`src/rtl/counter_read_ctrl_pkg.sv`:
```
// Shared types and widths for the two-beat 64-bit counter read master.
package counter_rd_pkg;

  localparam int unsigned BUS_W = 32;
  localparam int unsigned CNT_W = 64;

  typedef enum logic [2:0] {
    IDLE    = 3'd0,
    REQ_LO  = 3'd1,
    WAIT_LO = 3'd2,
    REQ_HI  = 3'd3,
    WAIT_HI = 3'd4,
    DONE    = 3'd5,
    ERR     = 3'd6
  } state_e;

endpackage

```
`src/rtl/counter_read_ctrl_ack_timer.sv`:
```
// Acknowledge watchdog: counts ack-less wait cycles, expires on the last allowed one.
module ack_timer #(
  parameter int unsigned TIMEOUT = 4
) (
  input  logic clk,
  input  logic reset,
  input  logic clear,
  input  logic enable,
  output logic expire
);

  localparam int unsigned TW = $clog2(TIMEOUT + 1);
  localparam logic [TW-1:0] LAST = TW'(TIMEOUT - 1);
  localparam logic [TW-1:0] ONE  = TW'(1);

  logic [TW-1:0] count_r;

  // The current cycle counts toward the limit, so expiry fires on the TIMEOUT-th idle cycle.
  assign expire = enable && (count_r == LAST);

  always_ff @(posedge clk or posedge reset) begin
    if (reset) begin
      count_r <= '0;
    end else if (clear) begin
      count_r <= '0;
    end else if (enable && (count_r != LAST)) begin
      count_r <= count_r + ONE;
    end else begin
      count_r <= count_r;
    end
  end

endmodule

```
`src/rtl/counter_read_ctrl.sv`:
```
// Two-beat atomic read master: issues lo/hi beats, assembles the 64-bit snapshot, reports delta.
module counter_read_ctrl #(
  parameter int unsigned ACK_TIMEOUT = 4,
  parameter int unsigned CNT_W       = 64,
  parameter int unsigned BUS_W       = 32
) (
  input  logic             clk,
  input  logic             reset,
  input  logic             rd_start_i,
  output logic             rd_busy_o,
  output logic             req_o,
  output logic             atomic_o,
  input  logic             ack_i,
  input  logic [BUS_W-1:0] count_i,
  output logic             val_valid_o,
  output logic [CNT_W-1:0] val_o,
  output logic [CNT_W-1:0] delta_o,
  output logic             err_o
);

  import counter_rd_pkg::*;

  state_e           state_r;
  state_e           next_s;
  logic [BUS_W-1:0] lo_r;
  logic [CNT_W-1:0] snap_s;
  logic             timer_clear_s;
  logic             timer_en_s;
  logic             timer_expire_s;

  assign snap_s     = {count_i, lo_r};
  assign timer_en_s = ((state_r == WAIT_LO) || (state_r == WAIT_HI)) && !ack_i;

  ack_timer #(
    .TIMEOUT (ACK_TIMEOUT)
  ) u_ack_timer (
    .clk    (clk),
    .reset  (reset),
    .clear  (timer_clear_s),
    .enable (timer_en_s),
    .expire (timer_expire_s)
  );

  always_ff @(posedge clk or posedge reset) begin
    if (reset) begin
      state_r <= IDLE;
    end else begin
      state_r <= next_s;
    end
  end

  // An ack arriving on the expiry cycle takes priority over the timeout.
  always_comb begin
    next_s        = state_r;
    timer_clear_s = 1'b0;
    case (state_r)
      IDLE: begin
        if (rd_start_i) begin
          next_s = REQ_LO;
        end else begin
          next_s = IDLE;
        end
      end
      REQ_LO: begin
        timer_clear_s = 1'b1;
        next_s        = WAIT_LO;
      end
      WAIT_LO: begin
        if (ack_i) begin
          next_s = REQ_HI;
        end else if (timer_expire_s) begin
          next_s = ERR;
        end else begin
          next_s = WAIT_LO;
        end
      end
      REQ_HI: begin
        timer_clear_s = 1'b1;
        next_s        = WAIT_HI;
      end
      WAIT_HI: begin
        if (ack_i) begin
          next_s = DONE;
        end else if (timer_expire_s) begin
          next_s = ERR;
        end else begin
          next_s = WAIT_HI;
        end
      end
      DONE:    next_s = IDLE;
      ERR:     next_s = IDLE;
      default: next_s = IDLE;
    endcase
  end

  // Outputs decode the next state so each pulse lines up with the state it belongs to.
  always_ff @(posedge clk or posedge reset) begin
    if (reset) begin
      req_o       <= 1'b0;
      atomic_o    <= 1'b0;
      rd_busy_o   <= 1'b0;
      val_valid_o <= 1'b0;
      err_o       <= 1'b0;
    end else begin
      req_o       <= (next_s == REQ_LO) || (next_s == REQ_HI);
      atomic_o    <= (next_s == REQ_LO);
      rd_busy_o   <= (next_s != IDLE);
      val_valid_o <= (next_s == DONE);
      err_o       <= (next_s == ERR);
    end
  end

  // val_o doubles as the previous good value, so delta is taken against it directly.
  always_ff @(posedge clk or posedge reset) begin
    if (reset) begin
      lo_r    <= '0;
      val_o   <= '0;
      delta_o <= '0;
    end else begin
      if ((state_r == WAIT_LO) && ack_i) begin
        lo_r <= count_i;
      end else begin
        lo_r <= lo_r;
      end
      if ((state_r == WAIT_HI) && ack_i) begin
        val_o   <= snap_s;
        delta_o <= snap_s - val_o;
      end else begin
        val_o   <= val_o;
        delta_o <= delta_o;
      end
    end
  end

endmodule

```
`config.mk`:
```
export PLATFORM = sky130hd
export DESIGN_NAME = counter_read_ctrl
export DESIGN_NICKNAME = d
export VERILOG_FILES = /design/src/rtl/counter_read_ctrl_pkg.sv /design/src/rtl/counter_read_ctrl_ack_timer.sv /design/src/rtl/counter_read_ctrl.sv
export SDC_FILE = /design/constraint.sdc
export NUM_CORES = 1
export LEC_CHECK = 0
export BUFFER_PORTS_ARGS = -buffer_cell sky130_fd_sc_hd__buf_4
export CAP_MARGIN = 0
export CORE_MARGIN = 10
export CORE_UTILIZATION = 55
export CTS_CLUSTER_DIAMETER = 60
export CTS_CLUSTER_SIZE = 28
export DETAILED_ROUTE_END_ITERATION = 10
export PLACE_DENSITY = 0.88
export SLEW_MARGIN = 5
export SYNTH_ARGS = -nofsm -noshare
export SYNTH_HDL_FRONTEND = slang
export SYNTH_SLANG_ARGS = --single-unit
```
`constraint.sdc`:
```
create_clock -name clk -period 6.4 [get_ports clk]
set_input_delay 0.64 -clock clk [delete_from_list [all_inputs] [get_ports clk]]
set_output_delay 0.64 -clock clk [all_outputs]
set_load 0.02 [all_outputs]
```
# Word level (Yosys, flattened, before mapping)
# Cells that the tools add are included.
# totals
mem_bits_rw,0
mem_count,0
mem_bits_ro,0
register_bits,171
latchBits,0
# op_classes
mul,0
magnitude_cmp,0
addsub,2
muxes,9
n_bitwise,0
n_shift,0
n_reduce_logical,12
eq_ne,10
div,0
# ops
operator,n
$sub 64x64->64,1
$pmux 3 s5,1
$eq 3x2->1 const B,4
$mux 3,4
$eq 3x3->1 const B,3
$eq 3x1->1 const B,2
$logic_and 1x1->1,5
$mux 2,2
$add 3x1->3 const B,1
$logic_not 3->1,1
$ne 3x2->1 const B,1
$reduce_bool 3->1,1
$logic_or 1x1->1,2
$mux 1,2
$reduce_bool 2->1,1
$reduce_or 2->1,1
$logic_not 1->1,1

# Depth between registers and ports, before layout
# Gate-level depths: netlist of run 1.
# logic_depth
depth_word,9
depth_mapped,13
ltp_nobuf,13

# Cells and area by module
# From an unflattened synthesis of run 1, not the netlist that was laid out.
# hier_totals
hier_cells,1153
hier_area_um2,10221.1
# modules_own_cells
module,n_inst,seq_area_each_um2,area_each_um2,cells_per_inst
counter_read_ctrl,1,4204.0,10033.4,1136
ack_timer,1,75.1,187.7,17

# Worst setup path after synthesis of run 1
# Ideal clock, no wire load.
# synth_path
path_type,flip-flop to flip-flop
startpoint,register val_o[0]
endpoint,register delta_o[58]
arrival_ns,3.340
path_slack_ns,2.991
stages_incl_launch_ff,13
synth_period_minus_slack_ns,3.409
t_required_ns,6.331
setup_time_ns,0.069
cell_sequence,dfrtp_1 ha_1 fa_1 and2b_1 o211ai_1 nand4b_1 a21oi_2 o41ai_2 a31oi_1 o41ai_2 o221ai_2 or4b_1 nand3_1
# synth_between
elab_chain_cells,1
# synth_rtl
element,line,text
start: declaration,counter_read_ctrl.sv:16,"output logic [CNT_W-1:0] val_o,"
start signal: assignment,counter_read_ctrl.sv:126,val_o <= snap_s;
start signal: assignment,counter_read_ctrl.sv:129,val_o <= val_o;
$sub 64x64->64,counter_read_ctrl.sv:127,delta_o <= snap_s - val_o;
end signal: assignment,counter_read_ctrl.sv:127,
end signal: assignment,counter_read_ctrl.sv:130,delta_o <= delta_o;
end: declaration,counter_read_ctrl.sv:17,"output logic [CNT_W-1:0] delta_o,"
# No other way between the ends.
# A chain may end at the register's enable or synchronous reset.

# Worst setup path after layout of run 1
# Same ends and word-level chain as after synthesis.

==> run metrics, run 1 <==
Tmin final=3.73 ns; Async SR Flop Fraction=100%; Root Buffer=clkbuf_16; TritonCTS buffer count=17; Setup crit start kind=flip-flop; Antenna diodes=0; Levels on crit path=12; flop-to-flop setup slack=2.67 ns; worst-case reg-to-reg path depth=12; DRT Pass-1 Iters=5; DP Cell Count=1509; Die Ht=157 um; Max Freq=0.268 GHz; post-CTS resize count=0; Worst Path Buf+Inv=0; critical path peak fanout=4; Setup Crit Path Kind=reg2reg; WP data arrival=4.09 ns; Final ANT Viol Nets=0; setup total negative slack=0 ns; Die W=157 um; antenna violations before repair=0; Clock Path Buffers=2; Synth top area share=41.8%; layout cells sized above 1=19.4%; initial core utilization=56.5%; total track usage=24.7%; Synth-to-Final Area Change=18.2%; period utilization=58.3%; worst path required time=6.76 ns; nets=1401; slew margin rel.=47.3%; GRT overflow=0; routed vias=9070; Core Region=0.0181 sq mm; Final Setup Violations=0; top post-synthesis cells by area=dfrtp_1 42%, o21ai_0 8.4%, ha_1 7.9%, nand2_1 7.5%, a21oi_1 3.7%; largest net degree at the start of global routing=80; synth warn=0; first-pass GRT wire length=48200 um; CTS tree=yes; Vias per Instance=5.89; std cell rows=49; Sequential Area=0.00428 sq mm; Slew Viols, Final=0; hpwl dp=23300 um; DRT Wirelength=30600 um; post-synthesis cell type count=64; worst hold path type=in2async; sequential element share of the synthesized area=41.8%; Ports=169; crit path cell chain=ha_1 > fa_1 > and2b_1 > o211ai_1 > nand4b_1 > a21oi_2 > o41ai_2 > a31oi_1 > o41ai_2 > o221ai_2 > or4b_1 > nand3_1; status=finished clean; Hold Vio Cnt, Final=0; slowest cell on the critical path=o41ai_2; syn avg cell area=8.69 sq um; cell taking the most area after synthesis=dfrtp_1; Post-synth top flop=dfrtp_1; cell mode on critical path=o41ai_2; Clock Sinks=171; RSZ-0062 raised after global routing=false; PD cells=671 mW/mm^2; leak pwr=0.00580 uW; FILL cells=1488; drt first-iter violations=695; Crit path largest cell delay=0.48 ns; Max-cap violations=0; post-CTS setup buffer count=0; Post-CTS Hold Buffers=0; Die ar.=0.0245 sq mm; critical path endpoint category=flip-flop; Post-synth EDFFs=0; Final Skew=0.00907 ns; vias in the first global route=8875; Yosys reg bits=171; # port buffers=168; cells after synthesis=1180; Worst-Skew Late Latency=0.43 ns; post-route insts no fill=1540; syn nets=1282; Slew @ Worst Pin=0.791 ns; mapped cell area=0.0102 sq mm; Reg clk slew, reported paths=0.06 ns; CP delay by family, top=compound AO/OA/AOI/OAI gates; Max IR drop VDD=0.000339 V; H-tree depth=4; DRC=0; area of the multi-input gates=0.00539 sq mm; routed wire length per instance=19.9 um; GPL Wtd Cong=0.949
==> report_power, final <==
group | internal (uW) | total, uW | switching (uW)
Clock | 524 | 968 | 444
Sequential | 1600 | 1960 | 364
Combinational | 2010 | 5200 | 3180
Total | 4140 | 8130 | 3990
==> metal layers <==
layer	part of all wire, %	vias to the layer above	global-route usage [%]	wire length [um]
li1	-	4310	-	-
met4	1.8	0	6.79	546
met2	47	409	40.0	14400
met1	42	4313	32.6	12900
met3	9.0	38	5.92	2750
met5	0	-	0	0
==> cell usage after synthesis (24+ instances only) <==
library cell and number:
nand4_1 27, a21o_1 36, a21oi_1 76, xor2_1 24, o21ai_0 171, clkbuf_1 67, ha_1 65, nand2_1 205
inv_1 83, mux2_2 30, xnor2_1 36, nor2_1 42, dfrtp_1 171
==> sequential cells by signal (all words and copies together), names as in the netlist <==
signal / cells
delta_o: 64
val_o: 64
val_valid_o: 1
u_ack_timer.count_r: 3
req_o: 1
rd_busy_o: 1
state_r: 3
atomic_o: 1
lo_r: 32
err_o: 1
==> final timing paths <==
check | end | start
hold / removal | delta_o[0] | reset
min in group clk | val_o[57] | count_i[25]
hold reg to reg | delta_o[29] | delta_o[29]
max in group asynchronous | val_o[24] | reset
setup / recovery | delta_o[58] | val_o[0]
setup reg to reg | delta_o[58] | val_o[0]
==> cell families (layout without fill, tap and decap cells) <==
kind of cell	after synthesis	in the layout	share of synthesized area (%)
xor gates and xnor gates	60	60	5.13
muxes	33	33	3.60
DFF	171	171	41.8
adders and majority gates	66	66	8.13
and+or+nand+nor	335	335	14.5
buffers and inverters	157	288	5.82
AOI/OAI and AO/OA	358	358	21.0
==> metrics by stage <==
stage | setup WS (ns) | utilization (%) | total power [uW] | hold WS (ns) | cell area (sq um)
floorplan | 1.13 | - | 5390 | 0.455 | 10200
global placement | 2.76 | 63.8 | 7000 | 0.459 | 11600
detailed placement | 2.72 | 63.8 | 7100 | 0.458 | 11600
CTS | 2.68 | 66.7 | 8100 | 0.284 | 12100
global route | 2.43 | 66.7 | 8710 | 0.303 | 12100
finish | 2.67 | 66.7 | 8130 | 0.270 | 12100
==> cells in the final DEF (no fill, tap or decap), types with 6 or more instances in the layout <==
| cell | instances |
|---|---|
| mux2_2 | 30 |
| or3_1 | 9 |
| o21a_1 | 8 |
| clkbuf_16 | 17 |
| ha_1 | 65 |
| a31oi_1 | 11 |
| nor2_1 | 42 |
| nand4_1 | 27 |
| nor3_1 | 10 |
| a21o_1 | 36 |
| nor2b_1 | 6 |
| buf_4 | 174 |
| a21oi_1 | 76 |
| inv_1 | 81 |
| nand2b_1 | 8 |
| nand3_1 | 9 |
| o21bai_1 | 8 |
| dfrtp_1 | 171 |
| xor2_1 | 24 |
| o21ai_0 | 171 |
| xnor2_1 | 36 |
| nand2_1 | 205 |
==> cell type report <==
| class | count | area share (%) |
|---|---|---|
| multi-input cells | 852 | 44.5 |
| well taps | 229 | 2.37 |
| repair buffers | 174 | 10.8 |
| inverters | 83 | 2.62 |
| flip-flops and latches | 171 | 35.3 |
| clock buffers | 21 | 3.88 |
| clock inverters | 10 | 0.558 |
No activity file was read; power rests on OpenSTA's default activity.
==> inputs of run 2 (changes only) <==
--- a/config.mk
+++ b/config.mk
@@ -8,11 +8,11 @@
 export BUFFER_PORTS_ARGS = -buffer_cell sky130_fd_sc_hd__buf_4
 export CAP_MARGIN = 0
 export CORE_MARGIN = 10
-export CORE_UTILIZATION = 55
+export CORE_UTILIZATION = 52
 export CTS_CLUSTER_DIAMETER = 60
 export CTS_CLUSTER_SIZE = 28
 export DETAILED_ROUTE_END_ITERATION = 10
-export PLACE_DENSITY = 0.88
+export PLACE_DENSITY = 0.87
 export SLEW_MARGIN = 5
 export SYNTH_ARGS = -nofsm -noshare
 export SYNTH_HDL_FRONTEND = slang
==> constraint.sdc (replaced) <==
create_clock -name clk -period 3.2 [get_ports clk]
set_input_delay 0.32 -clock clk [delete_from_list [all_inputs] [get_ports clk]]
set_output_delay 0.32 -clock clk [all_outputs]
set_load 0.02 [all_outputs]
==> run 2 against run 1 <==
Net effect: the run now ends with setup timing left; register-to-register slack worse by 2.7 ns; sequential share of layout area down 2.7 points; critical path depth unchanged; critical path type unchanged.
==> run metrics, run 2 (synthesized netlist as in run 1, its figures left out) <==
status=complete, but fails checks; failing checks=setup timing; setup total negative slack=-0.0310 ns (-0.0310 ns); H-tree depth=4 (unchanged); std cell rows=51 (+4.1%); Max Freq=0.309 GHz (+15%); Design Area, Final=0.0131 sq mm (+8.4%); Synth-to-Final Area Change=28.1%; Clock Sinks=171 (unchanged); slew margin rel.=54.7% (+7.4 points); # port buffers=168 (unchanged); Tmin final=3.23 ns (-0.497 ns); antenna violations before repair=0 (unchanged); Setup crit start kind=flip-flop; layout cells sized above 1=26.6% (+7.2 points); Post-DP Area=0.0120 sq mm (+3.6%); critical path peak fanout=4 (unchanged); DRT Pass-1 Iters=6 (+1); initial core utilization=52.8% (-3.6 points); commonest cells after routing, fill and taps aside=238 x buf_4, 201 x nand2_1, 170 x dfrtp_1; first-pass GRT wire length=50100 um (+3.9%); Slew @ Worst Pin=0.678 ns (-0.113 ns); total track usage=23.9% (-0.79 points); worst path required time=3.57 ns (-3.19 ns); WP data arrival=3.61 ns (-0.48 ns); Antenna diodes=0 (unchanged); largest net degree at the start of global routing=137 (+71%); Die Ht=160 um (+2.5%); nets=1469 (+4.9%); worst hold path type=in2reg; Final Setup Violations=1 (+1); Clock Path Buffers=2 (unchanged); Worst-Skew Late Latency=0.44 ns (about the same); vias in the first global route=9352 (+5.4%); Reg clk slew, reported paths=0.07 ns (about the same); drt first-iter violations=926 (+33%); RSZ-0062 raised after global routing=true; routed vias=9579 (+5.6%); GRT overflow=0 (unchanged); commonest non-fill, non-tap cell in the layout=buf_4; Setup Crit Path Kind=reg2reg; DRC=0 (unchanged); Die ar.=0.0257 sq mm (+5.0%); Die W=160 um (+2.5%); GPL Wtd Cong=0.926 (-2.4%); CTS tree=yes; Ports=169 (unchanged); Vias per Instance=5.82 (-1.1%); Final Skew=0.0110 ns (+0.00191 ns); TritonCTS buffer count=17 (unchanged); hpwl dp=24000 um (+3.2%); critical path endpoint category=flip-flop; Root Buffer=clkbuf_16; Top Registers=delta_o: 64 flops, val_o: 64 flops, lo_r: 32 flops; routed wire length per instance=19.9 um (about the same); Max-cap violations=0 (unchanged); Final ANT Viol Nets=0 (unchanged); period utilization=101% (+43 points); Slew Viols, Final=0 (unchanged); DRT Wirelength=32800 um (+6.9%); Core Region=0.0194 sq mm (+6.9%); final worst setup slack=-0.0310 ns (-2.70 ns); Hold Vio Cnt, Final=0 (unchanged)
## run 2: area by class of cell
| class | instances | area (sq um) |
|---|---|---|
| repair buffers | 242 | 1860 |
| inverters | 83 | 317 |
| multi-input cells | 852 | 5710 |
| flip-flops and latches | 171 | 4280 |
| well taps | 265 | 332 |
| fillers | 1487 | 6270 |
| clock inverters | 15 | 214 |
| clock buffers | 17 | 425 |
## run 2: path summary, 6_finish.rpt
check / depth (start not counted) / slack (ns) / end / start
worst max-delay path: 12 / -0.03 / delta_o[58] / val_o[0]
worst min-delay path: 3 / 0.11 / val_o[63] / count_i[31]
worst max register to register: 12 / -0.03 / delta_o[58] / val_o[0]
worst min register to register: 2 / 0.48 / delta_o[9] / delta_o[9]
max in group asynchronous: 4 / 1.79 / delta_o[9] / reset
min in group asynchronous: 3 / 0.54 / delta_o[55] / reset
## run 2: repair_timing
| item | CTS | global route |
|---|---|---|
| endpoints found under the hold margin | 14 | 0 |
| setup buffers | 6 | 16 |
| setup endpoints to repair | 11 | 20 |
| gates resized for setup | 6 | 61 |
| hold buffers | 1 | 0 |
| pin swaps | 4 | 27 |
## run 2: metrics by stage
stage	setup slack [ns]	utilization [%]	std cells	hold slack [ns]
final	-0.0310	67.7	1645	0.110
after global routing	-0.154	67.7	1645	0.121
after CTS	0.0104	65.5	1629	0.101
after detailed placement	-0.143	61.8	1590	0.460
after global placement	-0.0576	61.8	1590	0.443
after floorplan	0.0138	-	1180	0.425
## run 2: critical path, cell delays in order (launching register included)
cell,delay [ns]
dfrtp_1,0.40
ha_2,0.22
fa_2,0.34
and2b_2,0.26
o211ai_1,0.12
nand4b_1,0.20
a21oi_2,0.10
o41ai_2,0.30
a31oi_2,0.21
o41ai_4,0.28
o221ai_2,0.19
or4b_1,0.49
nand3_1,0.08
## run 2: layer usage
| layer | part of all wire (%) | GRT usage [%] | up-vias | wire [um] |
|---|---|---|---|---|
| met4 | 2.9 | 7.39 | 0 | 949 |
| met1 | 40 | 29.8 | 4555 | 13200 |
| met5 | 0 | 0 | - | 0 |
| li1 | - | - | 4441 | - |
| met2 | 48 | 39.6 | 495 | 15700 |
| met3 | 8.9 | 6.52 | 88 | 2930 |
Power of run 2 is not shown: default switching activity piles up to over one toggle a cycle in this logic, so the estimate is an artifact.
